==> config.mk <==
export PLATFORM = sky130hd
export DESIGN_NAME = inst_fetch_queue
export DESIGN_NICKNAME = d
export VERILOG_FILES = /design/src/rtl/cpu_pkg.sv /design/src/rtl/sync_fifo.sv /design/src/rtl/inst_fetch_queue.sv
export SDC_FILE = /design/constraint.sdc
export NUM_CORES = 1
export LEC_CHECK = 0
export ABC_AREA = 1
export CELL_PAD_IN_SITES_DETAIL_PLACEMENT = 1
export CELL_PAD_IN_SITES_GLOBAL_PLACEMENT = 1
export CORE_ASPECT_RATIO = 0.7
export CORE_MARGIN = 4
export CORE_UTILIZATION = 40
export CTS_CLUSTER_SIZE = 40
export DETAILED_ROUTE_END_ITERATION = 16
export HOLD_SLACK_MARGIN = 0.06
export PLACE_DENSITY = 0.87
export SKIP_CTS_REPAIR_TIMING = 1
export SLEW_MARGIN = 20
export SYNTH_ARGS = -nofsm -noshare
export SYNTH_HDL_FRONTEND = slang
export SYNTH_SLANG_ARGS = --single-unit
export TNS_END_PERCENT = 20
==> constraint.sdc <==
create_clock -name clk_i -period 5.68 [get_ports clk_i]
set_input_delay 0.568 -clock clk_i [delete_from_list [all_inputs] [get_ports clk_i]]
set_output_delay 0.568 -clock clk_i [all_outputs]
set_load 0.02 [all_outputs]
==> src/rtl/cpu_pkg.sv <==
// Shared fetch-side types and constants.
package cpu_pkg;
  localparam int              WORD             = 32;
  localparam logic [WORD-1:0] RESET_PC_DEFAULT = 32'h0000_0000;

  typedef enum logic [1:0] {IDLE, FETCH, FLUSH} fetch_state_e;

  typedef struct packed {
    logic [WORD-1:0] pc;
    logic [WORD-1:0] inst;
  } fetch_entry_t;
endpackage

==> src/rtl/sync_fifo.sv <==
// Single-clock FIFO, power-of-2 DEPTH >= 2, pointers carry a wrap bit.
module sync_fifo #(
  parameter int WIDTH = 64,
  parameter int DEPTH = 4
) (
  input  logic                   clk_i,
  input  logic                   rst_i,
  input  logic                   clr_i,
  input  logic                   push_i,
  input  logic [WIDTH-1:0]       wdata_i,
  input  logic                   pop_i,
  output logic [WIDTH-1:0]       rdata_o,
  output logic [$clog2(DEPTH):0] count_o,
  output logic                   full_o,
  output logic                   empty_o
);
  localparam int AW = $clog2(DEPTH);

  logic [DEPTH-1:0][WIDTH-1:0] mem;
  logic [AW:0]                 wr_ptr, rd_ptr;
  logic                        do_push, do_pop;

  assign count_o = wr_ptr - rd_ptr;
  assign full_o  = (count_o == (AW+1)'(DEPTH));
  assign empty_o = (wr_ptr == rd_ptr);
  assign do_pop  = pop_i & ~empty_o;
  // a pop in the same cycle frees the slot, so push at full is fine then
  assign do_push = push_i & (~full_o | do_pop);
  assign rdata_o = mem[rd_ptr[AW-1:0]];

  always_ff @(posedge clk_i or negedge rst_i) begin
    if (!rst_i) begin
      wr_ptr <= '0;
      rd_ptr <= '0;
    end else if (clr_i) begin
      wr_ptr <= '0;
      rd_ptr <= '0;
    end else begin
      if (do_push) wr_ptr <= wr_ptr + (AW+1)'(1);
      if (do_pop)  rd_ptr <= rd_ptr + (AW+1)'(1);
    end
  end

  always_ff @(posedge clk_i) begin
    if (do_push && !clr_i) mem[wr_ptr[AW-1:0]] <= wdata_i;
  end
endmodule

==> src/rtl/inst_fetch_queue.sv <==
// Fetch front end: owns the fetch PC, issues imem requests under a credit
// limit, queues {pc, inst} in order and hands the head to IF/ID.
module inst_fetch_queue
  import cpu_pkg::*;
#(
  parameter int              DEPTH     = 4,
  parameter int              MAX_OUTST = 2,
  parameter logic [WORD-1:0] RESET_PC  = RESET_PC_DEFAULT
) (
  input  logic            clk_i,
  input  logic            rst_i,
  input  logic            start_i,
  input  logic            redirect_i,
  input  logic [WORD-1:0] redirect_pc_i,
  output logic            imem_req_o,
  output logic [WORD-1:0] imem_addr_o,
  input  logic            imem_gnt_i,
  input  logic            imem_rvalid_i,
  input  logic [WORD-1:0] imem_rdata_i,
  output logic            out_valid_o,
  input  logic            out_ready_i,
  output logic [WORD-1:0] out_inst_o,
  output logic [WORD-1:0] out_pc_o,
  output logic [WORD-1:0] out_pcplus4_o
);
  localparam int CW = $clog2(DEPTH) + 1;
  localparam int PW = $clog2(MAX_OUTST) + 1;

  fetch_state_e    state;
  logic [WORD-1:0] fetch_pc;
  logic [PW-1:0]   outst, outst_nxt, discard;
  logic            gnt_acc, q_push, q_pop;
  logic [CW-1:0]   q_count;
  logic            q_full, q_empty, pcq_full, pcq_empty;
  logic [WORD-1:0] pcq_head;
  fetch_entry_t    q_wdata, q_head;

  assign imem_req_o  = (state == FETCH) & start_i & ~redirect_i
                     & ((32'(q_count) + 32'(outst)) < 32'(DEPTH))
                     & (32'(outst) < 32'(MAX_OUTST));
  assign imem_addr_o = fetch_pc;
  assign gnt_acc     = imem_req_o & imem_gnt_i;
  assign outst_nxt   = outst + PW'(gnt_acc) - PW'(imem_rvalid_i);

  // responses landing in a redirect cycle belong to the old path
  assign q_push  = imem_rvalid_i & (discard == '0) & ~redirect_i;
  assign q_pop   = ~q_empty & out_ready_i;
  assign q_wdata = '{pc: pcq_head, inst: imem_rdata_i};

  always_ff @(posedge clk_i or negedge rst_i) begin
    if (!rst_i) begin
      state    <= IDLE;
      fetch_pc <= RESET_PC;
      discard  <= '0;
    end else if (redirect_i) begin
      fetch_pc <= redirect_pc_i;
      // everything still in flight after this edge is old-path
      discard  <= outst_nxt;
      if (state != IDLE) state <= (outst_nxt != '0) ? FLUSH : FETCH;
    end else begin
      if (gnt_acc) fetch_pc <= fetch_pc + 32'd4;
      if (imem_rvalid_i && discard != '0) discard <= discard - PW'(1);
      unique case (state)
        IDLE:    if (start_i) state <= FETCH;
        FETCH:   if (!start_i && outst == '0) state <= IDLE;
        FLUSH:   if (discard == '0 || (discard == PW'(1) && imem_rvalid_i)) state <= FETCH;
        default: state <= IDLE;
      endcase
    end
  end

  sync_fifo #(.WIDTH($bits(fetch_entry_t)), .DEPTH(DEPTH)) u_queue (
    .clk_i   (clk_i),
    .rst_i   (rst_i),
    .clr_i   (redirect_i),
    .push_i  (q_push),
    .wdata_i (q_wdata),
    .pop_i   (q_pop),
    .rdata_o (q_head),
    .count_o (q_count),
    .full_o  (q_full),
    .empty_o (q_empty)
  );

  // pc side FIFO: its occupancy is the outstanding-request count
  sync_fifo #(.WIDTH(WORD), .DEPTH(MAX_OUTST)) u_pcq (
    .clk_i   (clk_i),
    .rst_i   (rst_i),
    .clr_i   (1'b0),
    .push_i  (gnt_acc),
    .wdata_i (fetch_pc),
    .pop_i   (imem_rvalid_i),
    .rdata_o (pcq_head),
    .count_o (outst),
    .full_o  (pcq_full),
    .empty_o (pcq_empty)
  );

  assign out_valid_o   = ~q_empty;
  assign out_inst_o    = out_valid_o ? q_head.inst : '0;
  assign out_pc_o      = out_valid_o ? q_head.pc : '0;
  assign out_pcplus4_o = out_valid_o ? q_head.pc + 32'd4 : '0;

  a_rvalid_outst: assert property (@(posedge clk_i) disable iff (!rst_i) imem_rvalid_i |-> !pcq_empty);
  a_gnt_credit:   assert property (@(posedge clk_i) disable iff (!rst_i) gnt_acc |-> !pcq_full);
  a_push_room:    assert property (@(posedge clk_i) disable iff (!rst_i) q_push |-> (!q_full || q_pop));
endmodule
# [Word level (Yosys, flattened, before mapping)]
# Index checks and enable logic that the tools add are counted.
# Widths: inputs -> output; s select.
[word_totals] output_inout_bits=130 elab_cells=111 in_bits=71 register_bits=366
[op_classes] magnitude_cmp=8 n_addsub=12 bitwise=19 n_eq_ne=11 n_mux=28 n_reduce_logical=20
[op_table] op="$bwmux 256" n=1
[op_table] op="$mux 32" n=8
[op_table] op="$bmux 64 s2" n=1
[op_table] op="$demux 64 s2" n=1
[op_table] op="$mux 64" n=2
[op_table] op="$add 32x3->32 const B" n=2
[op_table] op="$bwmux 64" n=1
[op_table] op="$demux 32 s1" n=1
[op_table] op="$mux 2" n=8
[op_table] op="$reduce_bool 2->1" n=7
[op_table] op="$and 1x1->1" n=12
[op_table] op="$mux 3" n=4
[op_table] op="$add 3x1->3 const B" n=2
[op_table] op="$logic_and 1x1->1" n=6
[op_table] op="$logic_not 2->1" n=3
[op_table] op="$lt 2x3->1 const B" n=2
[op_table] op="$ne 3x3->1 const B" n=2
[op_table] op="$pmux 2 s3" n=1
[op_table] op="$not 1->1" n=5
[op_table] op="$add 2x1->2 const B" n=2
[op_table] op="$add 3x2->4" n=1
[op_table] op="$eq 2x1->1 const B" n=2
[op_table] op="$eq 2x2->1 const B" n=2
[op_table] op="$lt 1x2->1 const B" n=2
[op_table] op="18 further kinds" n=20

# [Logic depth before layout (Yosys ltp)]
# Gate-level depths: netlist of the first run.
[depth] depth_word=12 ltp_mapped=21 depth_no_buf=19

# [By module]
# Synthesis of the first run repeated with hierarchy kept, for this count alone.
[hier_totals] cells_unflattened=1687 hier_area_um2=16777.3
[by_module_without_submodules] mod="sync_fifo (u_queue)" cells_per_inst=686 area_each_um2=10005.8 n_inst=1 seq_area_each_um2=7837.5
[by_module_without_submodules] mod="inst_fetch_queue" cells_per_inst=796 area_each_um2=4169.0 n_inst=1 seq_area_each_um2=900.9
[by_module_without_submodules] mod="sync_fifo (u_pcq)" cells_per_inst=205 area_each_um2=2602.5 n_inst=1 seq_area_each_um2=2021.9

# [Worst setup path after synthesis of the first run]
# Ideal clock, no wire load.
[synth_path] kind="reg-to-reg" start="register u_queue.rd_ptr[1]" end="register u_queue.mem[192] (netlist bit) (enable)" required_ps=5191 stages_incl_launch_ff=11 synth_period_minus_slack_ps=5253 setup_ps=489 path_slack_ps=427 path_buffers=3 arrival_time_ps=4764 cell_sequence="dfrtp_1 > buf_2 > inv_2 > clkbuf_1 > clkbuf_1 > ha_1 > nand3_1 > nand2_1 > nand3_1 > nand2_1 > nor2_1"
[synth_between] elab_chain_len=7 elab_cells_between_ends=10 classes_between="add/sub (1); eq/ne (2); bitwise (6); reduce/logical (1)"
[synth_rtl] element="start, declared" line_no="sync_fifo.sv:20" source="logic [AW:0] wr_ptr, rd_ptr;"
[synth_rtl] element="start signal, assigned" line_no="sync_fifo.sv:40" source="if (do_pop) rd_ptr <= rd_ptr + (AW+1)'(1);"
[synth_rtl] element="branches (longest 4 deep; another with $sub 3x3->3)"
[synth_rtl] element="$or 1x1->1 *" line_no="sync_fifo.sv:28" source="assign do_push = push_i & (~full_o | do_pop);"
[synth_rtl] element="$and 1x1->1 *" line_no="sync_fifo.sv:28"
[synth_rtl] element="$logic_and 1x1->1 *" line_no="sync_fifo.sv:45" source="if (do_push && !clr_i) mem[wr_ptr[AW-1:0]] <= wdata_i;"
[synth_rtl] element="end signal, assigned by index" line_no="sync_fifo.sv:45"
[synth_rtl] element="end, declared" line_no="sync_fifo.sv:19" source="logic [DEPTH-1:0][WIDTH-1:0] mem;"
# Every way passes the cells marked *.
# A chain may end at the register's enable or synchronous reset.

# [Worst setup path after layout of the first run]
[layout_path] start="register u_queue.rd_ptr[0]" end="output out_pcplus4_o[24]"
[layout_between] elab_chain_len=4 elab_cells_between_ends=5 classes_between="add/sub (1); eq/ne (1); mux (3)"
[layout_rtl] element="$bmux 64 s2" line_no="sync_fifo.sv:29" source="assign rdata_o = mem[rd_ptr[AW-1:0]];"
[layout_rtl] element="$mux 64 (implied by the code)" line_no="sync_fifo.sv:29"
[layout_rtl] element="$add 32x3->32" line_no="inst_fetch_queue.sv:102" source="assign out_pcplus4_o = out_valid_o ? q_head.pc + 32'd4 : '0;"
[layout_rtl] element="$mux 32 *" line_no="inst_fetch_queue.sv:102"
[layout_rtl] element="end, declared" line_no="inst_fetch_queue.sv:24" source="output logic [WORD-1:0] out_pcplus4_o"
# Every way passes the cells marked *; elsewhere a longest branch is shown, timed or not. The select of a mux whose other input is x is not followed.

==> results of run 1 <==
[layer usage]
metal	vias up	global-route usage (%)	routed length, um
li1	6390	-	-
met1	6747	29.9	22700
met2	435	36.8	24600
met3	72	4.22	3200
met4	0	4.81	895
met5	-	0	0
[cell usage in the layout (no fill, tap or decap), types with 4 or more instances in the layout]
| cell | synthesis | routed |
|---|---|---|
| clkbuf_16 | 0 | 37 |
| nand4_1 | 11 | 11 |
| clkbuf_1 | 36 | 9 |
| o21ai_0 | 102 | 102 |
| nor2_4 | 1 | 5 |
| a21oi_1 | 47 | 47 |
| clkinv_2 | 0 | 11 |
| xnor2_1 | 5 | 5 |
| ha_1 | 15 | 15 |
| nand3_1 | 126 | 126 |
| edfxtp_1 | 320 | 320 |
| xor2_1 | 27 | 27 |
| inv_1 | 99 | 98 |
| nor2_1 | 295 | 289 |
| clkdlybuf4s50_1 | 0 | 198 |
| nor3_1 | 25 | 25 |
| buf_4 | 10 | 19 |
| dfrtp_1 | 46 | 44 |
| nor2_2 | 2 | 4 |
| nand2_1 | 595 | 595 |
[cell type report]
cell class,count,area (um2)
Sequential cell,366,10800
Tap cell,552,691
Fill cell,4735,21500
Clock inverter,21,186
Timing Repair Buffer,221,2170
Inverter,103,397
Clock buffer,46,960
Multi-Input combinational cell,1272,5610
[sequential cells by signal, summed over array words and instances, names as in the netlist]
signal	count
u_queue.mem	256
u_pcq.mem	64
imem_addr_o	32
u_queue.rd_ptr	3
u_queue.wr_ptr	3
discard	2
state	2
u_pcq.rd_ptr	2
u_pcq.wr_ptr	2
[through the flow]
step	setup slack [ps]	hold slack [ps]	util, %	area (um2)
CTS	456	132	49.1	20800
global placement	1280	475	46.4	19600
finish	406	122	49.1	20800
floorplan	427	272	-	17100
global route	118	171	49.1	20800
detailed placement	1070	491	46.4	19600
[power groups by stage]
stage          Sequential (mW)  Combinational, mW  Clock [mW]
4_1_cts                   3.45               5.46        2.36
6_report                  3.45               5.46        2.32
3_5_place_dp              3.50               5.42           0
3_3_place_gp              3.48               5.22           0
5_1_grt                   3.47               5.94        2.50
2_1_floorplan             3.40               3.17           0
[logic make-up (layout without fill, tap and decap cells)]
logic type	after synthesis	after routing	synth area share, %
simple gates	1064	1064	24.9
flops	366	366	62.8
buf+inv	183	391	4.60
compound gates	160	160	4.81
xor+xnor	32	32	1.64
fa+ha+maj	16	16	1.21
[worst max-delay path: stages, from the launching register on]
cell and delay (ps):
dfrtp_4 980, inv_6 520, nand2_1 180, o211ai_1 100, nand2_1 280, ha_1 280
inv_1 100, nor2_2 190, nand2_1 120, nor2_1 310, nand3_1 120, nand2_1 70
nand2_1 80, nor2_1 120, clkdlybuf4s50_1 630
[worst min path at each step]
stage                                      from                     endpoint  slack [ps]  cells past startpoint
floorplan                                 rst_i       discard[0]$_DFFE_PN0P_         270                      0
global placement    u_pcq.rd_ptr[1]$_DFFE_PN0P_  u_pcq.rd_ptr[1]$_DFFE_PN0P_         480                      1
detailed placement  u_pcq.rd_ptr[1]$_DFFE_PN0P_  u_pcq.rd_ptr[1]$_DFFE_PN0P_         490                      1
CTS                                       rst_i   imem_addr_o[2]$_DFFE_PN0P_         130                      2
global route                              rst_i   imem_addr_o[2]$_DFFE_PN0P_         170                      2
finish                                    rst_i   imem_addr_o[2]$_DFFE_PN0P_         120                      2
==> flow_summary.toml, run 1 <==
[status]
status = "completed"

[setup_path]
required_ps = 5110
critical_path_class = "reg2out"
arrival_ps = 4710
end_kind = "output port"
critical_path.startpoint = "u_queue.rd_ptr[0]$_DFFE_PN0P_"
r2r-end = "state[1]$_DFFE_PN0P_"
cp_max_fo = 136
rrSetupSlack_ps = 1230
critPathLaunchType = "register"
worstSetupEndpoint = "out_pcplus4_o[24]"
ff2ff_path_depth = 18
timing.rr.start = "u_queue.rd_ptr[0]$_DFFE_PN0P_"

[power]
power_mw = 11.2
p_sw_mw = 4.92
leakage_nw = 8.04
p_int_mw = 6.30
seqPwrFrac_pct = 30.7
peakVddDrop_uv = 297
power_density_nw_per_um2 = 540
switching_share_pct = 43.9
clkPwrFrac_pct = 20.7
p_comb_share_pct = 48.6

[placed_design]
place_congestion = 0.906
portBuffers = 200
hpwl_mm = 35.5
dpl.cell_count = 2514

[sta]
clock_skew_ps = 23.7
finalHoldViolations = 0
tns_ps = 0
grt_setup_unrepaired = "no"
fmax_mhz = 190
min_period_ps = 5270
finalSetupViolCount = 0
timing.final.crit_share_pct = 92.9
slew_headroom_pct = 31.8
slew_viol_final = 0
tightest_slew_ps = 1020

[cts]
clockBufferDepth = 3
ctsHtreeMaxLevel = 2
path_clk_slew_ps = 60
cts_sinks = 366
clock-root-buffer = "clkbuf_16"
cts_buffers = 37
cts_tree = "done"
clk_latency_ps = 550

[floorplanning]
fp.dieArea_um2 = 46200
ios = 201
rows = 63
die_h_um = 181
start_util_pct = 40.5
die_w_um = 255
core_area_um2 = 42300

[routing]
vias = 13600
first_iter_violations = 1024
routedWlPerCell_um = 19.9
antenna_left = 0
drt-total-wl_mm = 51.4
viasPerCell = 5.29
drc = 0
dr.pass1.iters = 5

[final_layout]
fin_nets = 2088
diodes = 0
syn2layout_area_growth_pct = 21.4
stdcell_count = 2581
drive_above_1_share_pct = 4.93

[yosys]
async_flop_share_pct = 12.6
yosys-top-cells-count = "595 x nand2_1, 320 x edfxtp_1, 295 x nor2_1, 126 x nand3_1, 102 x o21ai_0"
avgSynthCellArea_um2 = 9.40
synth-seq-cells = 366
yosysMostFrequentCell = "nand2_1"
synth_edf_count = 320
netlist_area_um2 = 17100
synth.area.top_cells = "edfxtp_1 56%, nand2_1 13%, dfrtp_1 6.7%"
synth_cells = 1821
ys_seq_area_share_pct = 62.8
postSynthNetCount = 1908
synth_cell_type_count = 36
synth.top_cell.area_share_pct = 56.1
synthFlopType = "edfxtp_1"
ys_warn_count = 0
synth_top_cell_by_area = "edfxtp_1"

[worst_hold_path]
min_path_type = "in2async"

[global_route]
grt_max_degree = 137
grt_pass1_wl_mm = 80.7
antenna_found_initial = 0
grt_pass1_vias = 14400
track_usage_pct = 21.9
gr-total-overflow = 0

[job]
maxCapViolCount = 0
Power figures use the tool's default switching activity.
==> run 2: changes to the inputs <==
- CTS_CLUSTER_DIAMETER: unset -> 100
==> run 2 against run 1 <==
First-iteration DRC count is 5.9% higher. Sequential cell count is the same. Worst setup slack worse by 41 ps. Critical path type unchanged. Largest power group unchanged.
==> flow_summary.toml, run 2 (same netlist as run 1, synthesis figures left out) <==
[global_route]
grt_pass1_vias = 14100
grt_max_degree = 137
antenna_found_initial = 0
grt_pass1_wl_mm = 78.4
gr-total-overflow = 0
track_usage_pct = 21.2

[sta]
slew_viol_final = 0
clock_skew_ps = 38.0
tns_ps = 0
finalHoldViolations = 0
slew_headroom_pct = 34.0
grt_setup_unrepaired = "no"
finalSetupViolCount = 0
fmax_mhz = 188
timing.final.crit_share_pct = 93.6
tightest_slew_ps = 983
fin_ws_ps = 365
min_period_ps = 5310

[placed_design]
dp_slack_ps = 1070
portBuffers = 200
hpwl_mm = 35.5
place_congestion = 0.906

[final_layout]
largest_reg_flops = 256
num-fill-cells = 4734
layout_common_cells = "595 x nand2_1, 320 x edfxtp_1, 289 x nor2_1"
drive_above_1_share_pct = 3.28
syn2layout_area_growth_pct = 17.4
fin_nets = 2065
final_common_cell = "nand2_1"

[power]
leakage_nw = 7.71
power_density_nw_per_um2 = 508
peakVddDrop_uv = 321

[routing]
first_iter_violations = 1084
dr.pass1.iters = 5
antenna_left = 0
vias = 13300
drc = 0
viasPerCell = 5.25
routedWlPerCell_um = 19.7
drt-total-wl_mm = 50.0

[worst_hold_path]
min_path_type = "in2async"

[setup_path]
ff2ff_path_depth = 18
rrSetupSlack_ps = 1280
end_kind = "output port"
arrival_ps = 4750
required_ps = 5110
r2r-end = "state[1]$_DFFE_PN0P_"
critPathLaunchType = "register"
cp_max_fo = 136
timing.rr.start = "u_queue.rd_ptr[0]$_DFFE_PN0P_"
critical_path_class = "reg2out"

[cts]
clockBufferDepth = 3
clk_latency_ps = 550
cts_buffers = 14
ctsHtreeMaxLevel = 1
cts_tree = "done"
cts_sinks = 366
clock-root-buffer = "clkbuf_16"
path_clk_slew_ps = 140

[floorplanning]
die_h_um = 181
core_area_um2 = 42300
fp.dieArea_um2 = 46200
start_util_pct = 40.5
rows = 63
die_w_um = 255
ios = 201

[job]
maxCapViolCount = 0

[status]
status = "completed"
[run 2: cell types whose count changed in the layout (fill, tap and decap cells not counted), sizes merged]
cell,previous run,this run
bufinv,1,0
clkbuf,46,17
clkinv,17,2
diode,0,1
clkinvlp,2,0
inv,104,106
[run 2: layer usage]
metal,vias up,part of all wire [%],GRT usage (%)
met1,6623,45,29.4
met2,359,48,36.2
met4,0,1.5,3.44
met5,-,0,0
met3,41,5.7,3.35
li1,6307,-,-
[run 2: per-stage QoR]
stage          instances  instance area, um2  utilization [%]  power [mW]  hold slack, ps
6_report            2537               20100             47.5        10.2             126
3_5_place_dp        2514               19600             46.4        8.92             491
3_3_place_gp        2514               19600             46.4        8.70             475
5_1_grt             2536               20100             47.5        10.9             162
2_1_floorplan       1821               17100                -        6.56             272
4_1_cts             2536               20100             47.5        10.3             129
[run 2: how the worst max path moves through the flow]
| stage | start | to | slack, ps | cells past startpoint |
|---|---|---|---|---|
| 2_1_floorplan | u_queue.rd_ptr[1]$_DFFE_PN0P_ | u_queue.mem[192]$_DFFE_PP_ | 430 | 10 |
| 3_3_place_gp | u_queue.rd_ptr[0]$_DFFE_PN0P_ | out_pcplus4_o[24] | 1280 | 14 |
| 3_5_place_dp | u_queue.rd_ptr[0]$_DFFE_PN0P_ | out_pcplus4_o[24] | 1070 | 14 |
| 4_1_cts | u_queue.rd_ptr[0]$_DFFE_PN0P_ | out_pcplus4_o[24] | 430 | 14 |
| 5_1_grt | u_queue.rd_ptr[0]$_DFFE_PN0P_ | out_pcplus4_o[24] | 50 | 14 |
| 6_report | u_queue.rd_ptr[0]$_DFFE_PN0P_ | out_pcplus4_o[24] | 370 | 14 |
[run 2: critical path, stage by stage (launching register included)]
cell and delay (ps):
dfrtp_4 1000, inv_6 480, nand2_1 180, o211ai_1 100
nand2_1 290, ha_1 280, inv_1 100, nor2_2 180
nand2_1 120, nor2_1 300, nand3_1 120, nand2_1 70
nand2_1 80, nor2_1 120, clkdlybuf4s50_1 630
[run 2: area by class of cell]
cell class | instances | area, um2 | share of cell area, %
Multi-Input combinational cell | 1272 | 5610 | 27.9
Sequential cell | 366 | 10800 | 53.5
Timing Repair Buffer | 221 | 2170 | 10.8
Clock inverter | 5 | 85.1 | 0.423
Tap cell | 552 | 691 | 3.43
Inverter | 103 | 397 | 1.97
Clock buffer | 17 | 383 | 1.90
Antenna cell | 1 | 2.50 | 0.0124
[run 2: power breakdown]
group | internal [mW] | switching [mW]
logic | 1.82 | 3.61
clock network | 0.523 | 0.836
registers | 3.21 | 0.233
==> edit: new RTL, settings of run 2 <==
`DEPTH` is set to 4 in 2 places; all go to 8.
--- a/src/rtl/sync_fifo.sv
+++ b/src/rtl/sync_fifo.sv
@@ -3,3 +3,3 @@
   parameter int WIDTH = 64,
-  parameter int DEPTH = 4
+  parameter int DEPTH = 8
 ) (
--- a/src/rtl/inst_fetch_queue.sv
+++ b/src/rtl/inst_fetch_queue.sv
@@ -5,3 +5,3 @@
 #(
-  parameter int              DEPTH     = 4,
+  parameter int              DEPTH     = 8,
   parameter int              MAX_OUTST = 2,
Check against the original RTL: not equivalent (Yosys sat finds a counterexample within 4 cycles, from zero or initial values and one cycle with rst_i low).
==> edit against run 2 <==
- global-route usage rose by 0.51 points
- worst hold slack got worse by 0.048 ns
- critical path type unchanged
- worst setup slack better by 0.19 ns
- sequential share of layout area increased by 6.7 points
- routed wire length up 61%
- power up 31%
- sequential power up 62%
- die area is 57% higher
- critical path depth is 3 higher
- cell count up 43%
- design area rose by 53%
- synthesized area is 59% higher
- largest power group unchanged
- sequential cell count is 258 higher
==> edit: results (changes against run 2) <==
Fin Clk Skew=0.0295 ns (was 0.0380 ns); Hold Path Class=in2async (unchanged); Worst path max stage delay=0.81 ns (was 1.00 ns); Synth warnings=0 (unchanged); Finish-stage setup viols=0 (unchanged); Non-Filler Instances=3621 (was 2537); drt first-iter violations=1999 (was 1084); pin count of the biggest net entering global routing=90 (was 137); CP max-delay cell=dfrtp_4 (unchanged); placed cell areas=30200 µm² (was 19600 µm²); Worst-path clk slew=0.14 ns (about the same); VDD IR max=239 µV (was 321 µV); Cell variety after synth=36 (unchanged); GPL Wtd Cong=0.821 (was 0.906); CTS Root Cell=clkbuf_16 (unchanged); cts bufs inserted=19 (was 14); post-synthesis sequential area ratio=67.9% (was 62.8%); Worst slew margin=36.5% (was 34.0%); number of nets in the layout=2800 (was 2065); Buffers on Ports=200 (unchanged); Post-synth EDFFs=576 (was 320); static leakage=11.6 nW (was 7.71 nW); final core occ=45.9% (was 47.5%); Post-synth top cells=nand2_1 (617), edfxtp_1 (576), nor2_1 (358) (was nand2_1 (595), edfxtp_1 (320), nor2_1 (295)); pre-CTS setup slack=1.02 ns (was 1.07 ns); DR vias/cell=5.44 (was 5.25); total routed wirelength=80.3 mm (was 50.0 mm); Area contributors post-synth=edfxtp_1 (63%), nand2_1 (8.5%), nor2_1 (4.9%) (was edfxtp_1 (56%), nand2_1 (13%), dfrtp_1 (6.7%)); vias in the first global route=20900 (was 14100); Clock Tree Buf Depth=3 (unchanged); gr usage total=21.7% (was 21.2%); Top delay family on crit path=simple AND/OR/NAND/NOR gates (unchanged); Async SR Flop Fraction=7.69% (was 12.6%); share of cells above drive strength 1=3.48% (was 3.28%); H-tree depth=1 (unchanged); DR pass1 iterations=5 (unchanged); Largest register FFs=512 (was 256); HPWL after DPL=51.6 mm (was 35.5 mm); worst skew pair latency=0.59 ns (was 0.55 ns); fill cell total of the finished layout=7328 (was 4734); largest fanout on the critical path=50 (was 136); WP data arrival=4.56 ns (was 4.75 ns); status=completed (unchanged); Syn Area/Cell=10.5 µm² (was 9.40 µm²); syn nets=2669 (was 1908); first-pass GRT wire length=123 mm (was 78.4 mm); initial antenna violation count=3 (was 0)
-- edit: cell types whose count changed in the layout (fill, tap and decap cells not counted), moves of 26 or more --
cell,before,now
a21oi_1,47,21
o21ai_0,102,208
a31oi_1,1,38
nor2_1,289,351
inv_1,98,242
o22ai_1,0,36
nand3_1,126,169
edfxtp_1,320,576
-- edit: final cells by class --
type	instances	area share (%)
flip-flops and latches	624	60.2
multi-input cells	1580	23.4
repair buffers	239	7.81
well taps	891	3.63
inverters	251	3.09
clock buffers	31	1.69
clock inverters	2	0.151
diodes	3	0.0244
-- edit: worst paths after layout --
check / startpoint / endpoint / slack (ns) / cells past startpoint
max: u_queue.rd_ptr[0] / out_pcplus4_o[18] / 0.55 / 17
min reg2reg: imem_addr_o[1] / u_pcq.mem[1] / 0.54 / 0
max in group asynchronous: rst_i / u_queue.rd_ptr[1] / 5.04 / 2
min in group clk_i: redirect_pc_i[0] / imem_addr_o[0] / 0.51 / 3
min: rst_i / imem_addr_o[28] / 0.08 / 2
max reg2reg: u_queue.rd_ptr[1] / imem_addr_o[11] / 1.50 / 12
-- edit: kinds of logic after synthesis --
group	after synthesis	share of synthesized area, %
AOI/OAI and AO/OA	343	6.88
DFF	624	67.9
and+or+nand+nor	1189	17.5
buffers and inverters	380	5.92
adders and majority gates	14	0.670
xor gates and xnor gates	34	1.09
-- edit: where the power goes --
part | switching, mW | internal (mW) | total [mW]
Clock | 1.31 | 0.698 | 2.01
Combinational | 3.92 | 1.83 | 5.76
Sequential | 0.179 | 5.40 | 5.58
-- edit: metal layers --
| layer | track usage [%] | wire length (µm) |
|---|---|---|
| met3 | 2.94 | 5230 |
| met2 | 37.8 | 39600 |
| met1 | 29.3 | 33900 |
| met5 | 0 | 0 |
| met4 | 4.55 | 1510 |
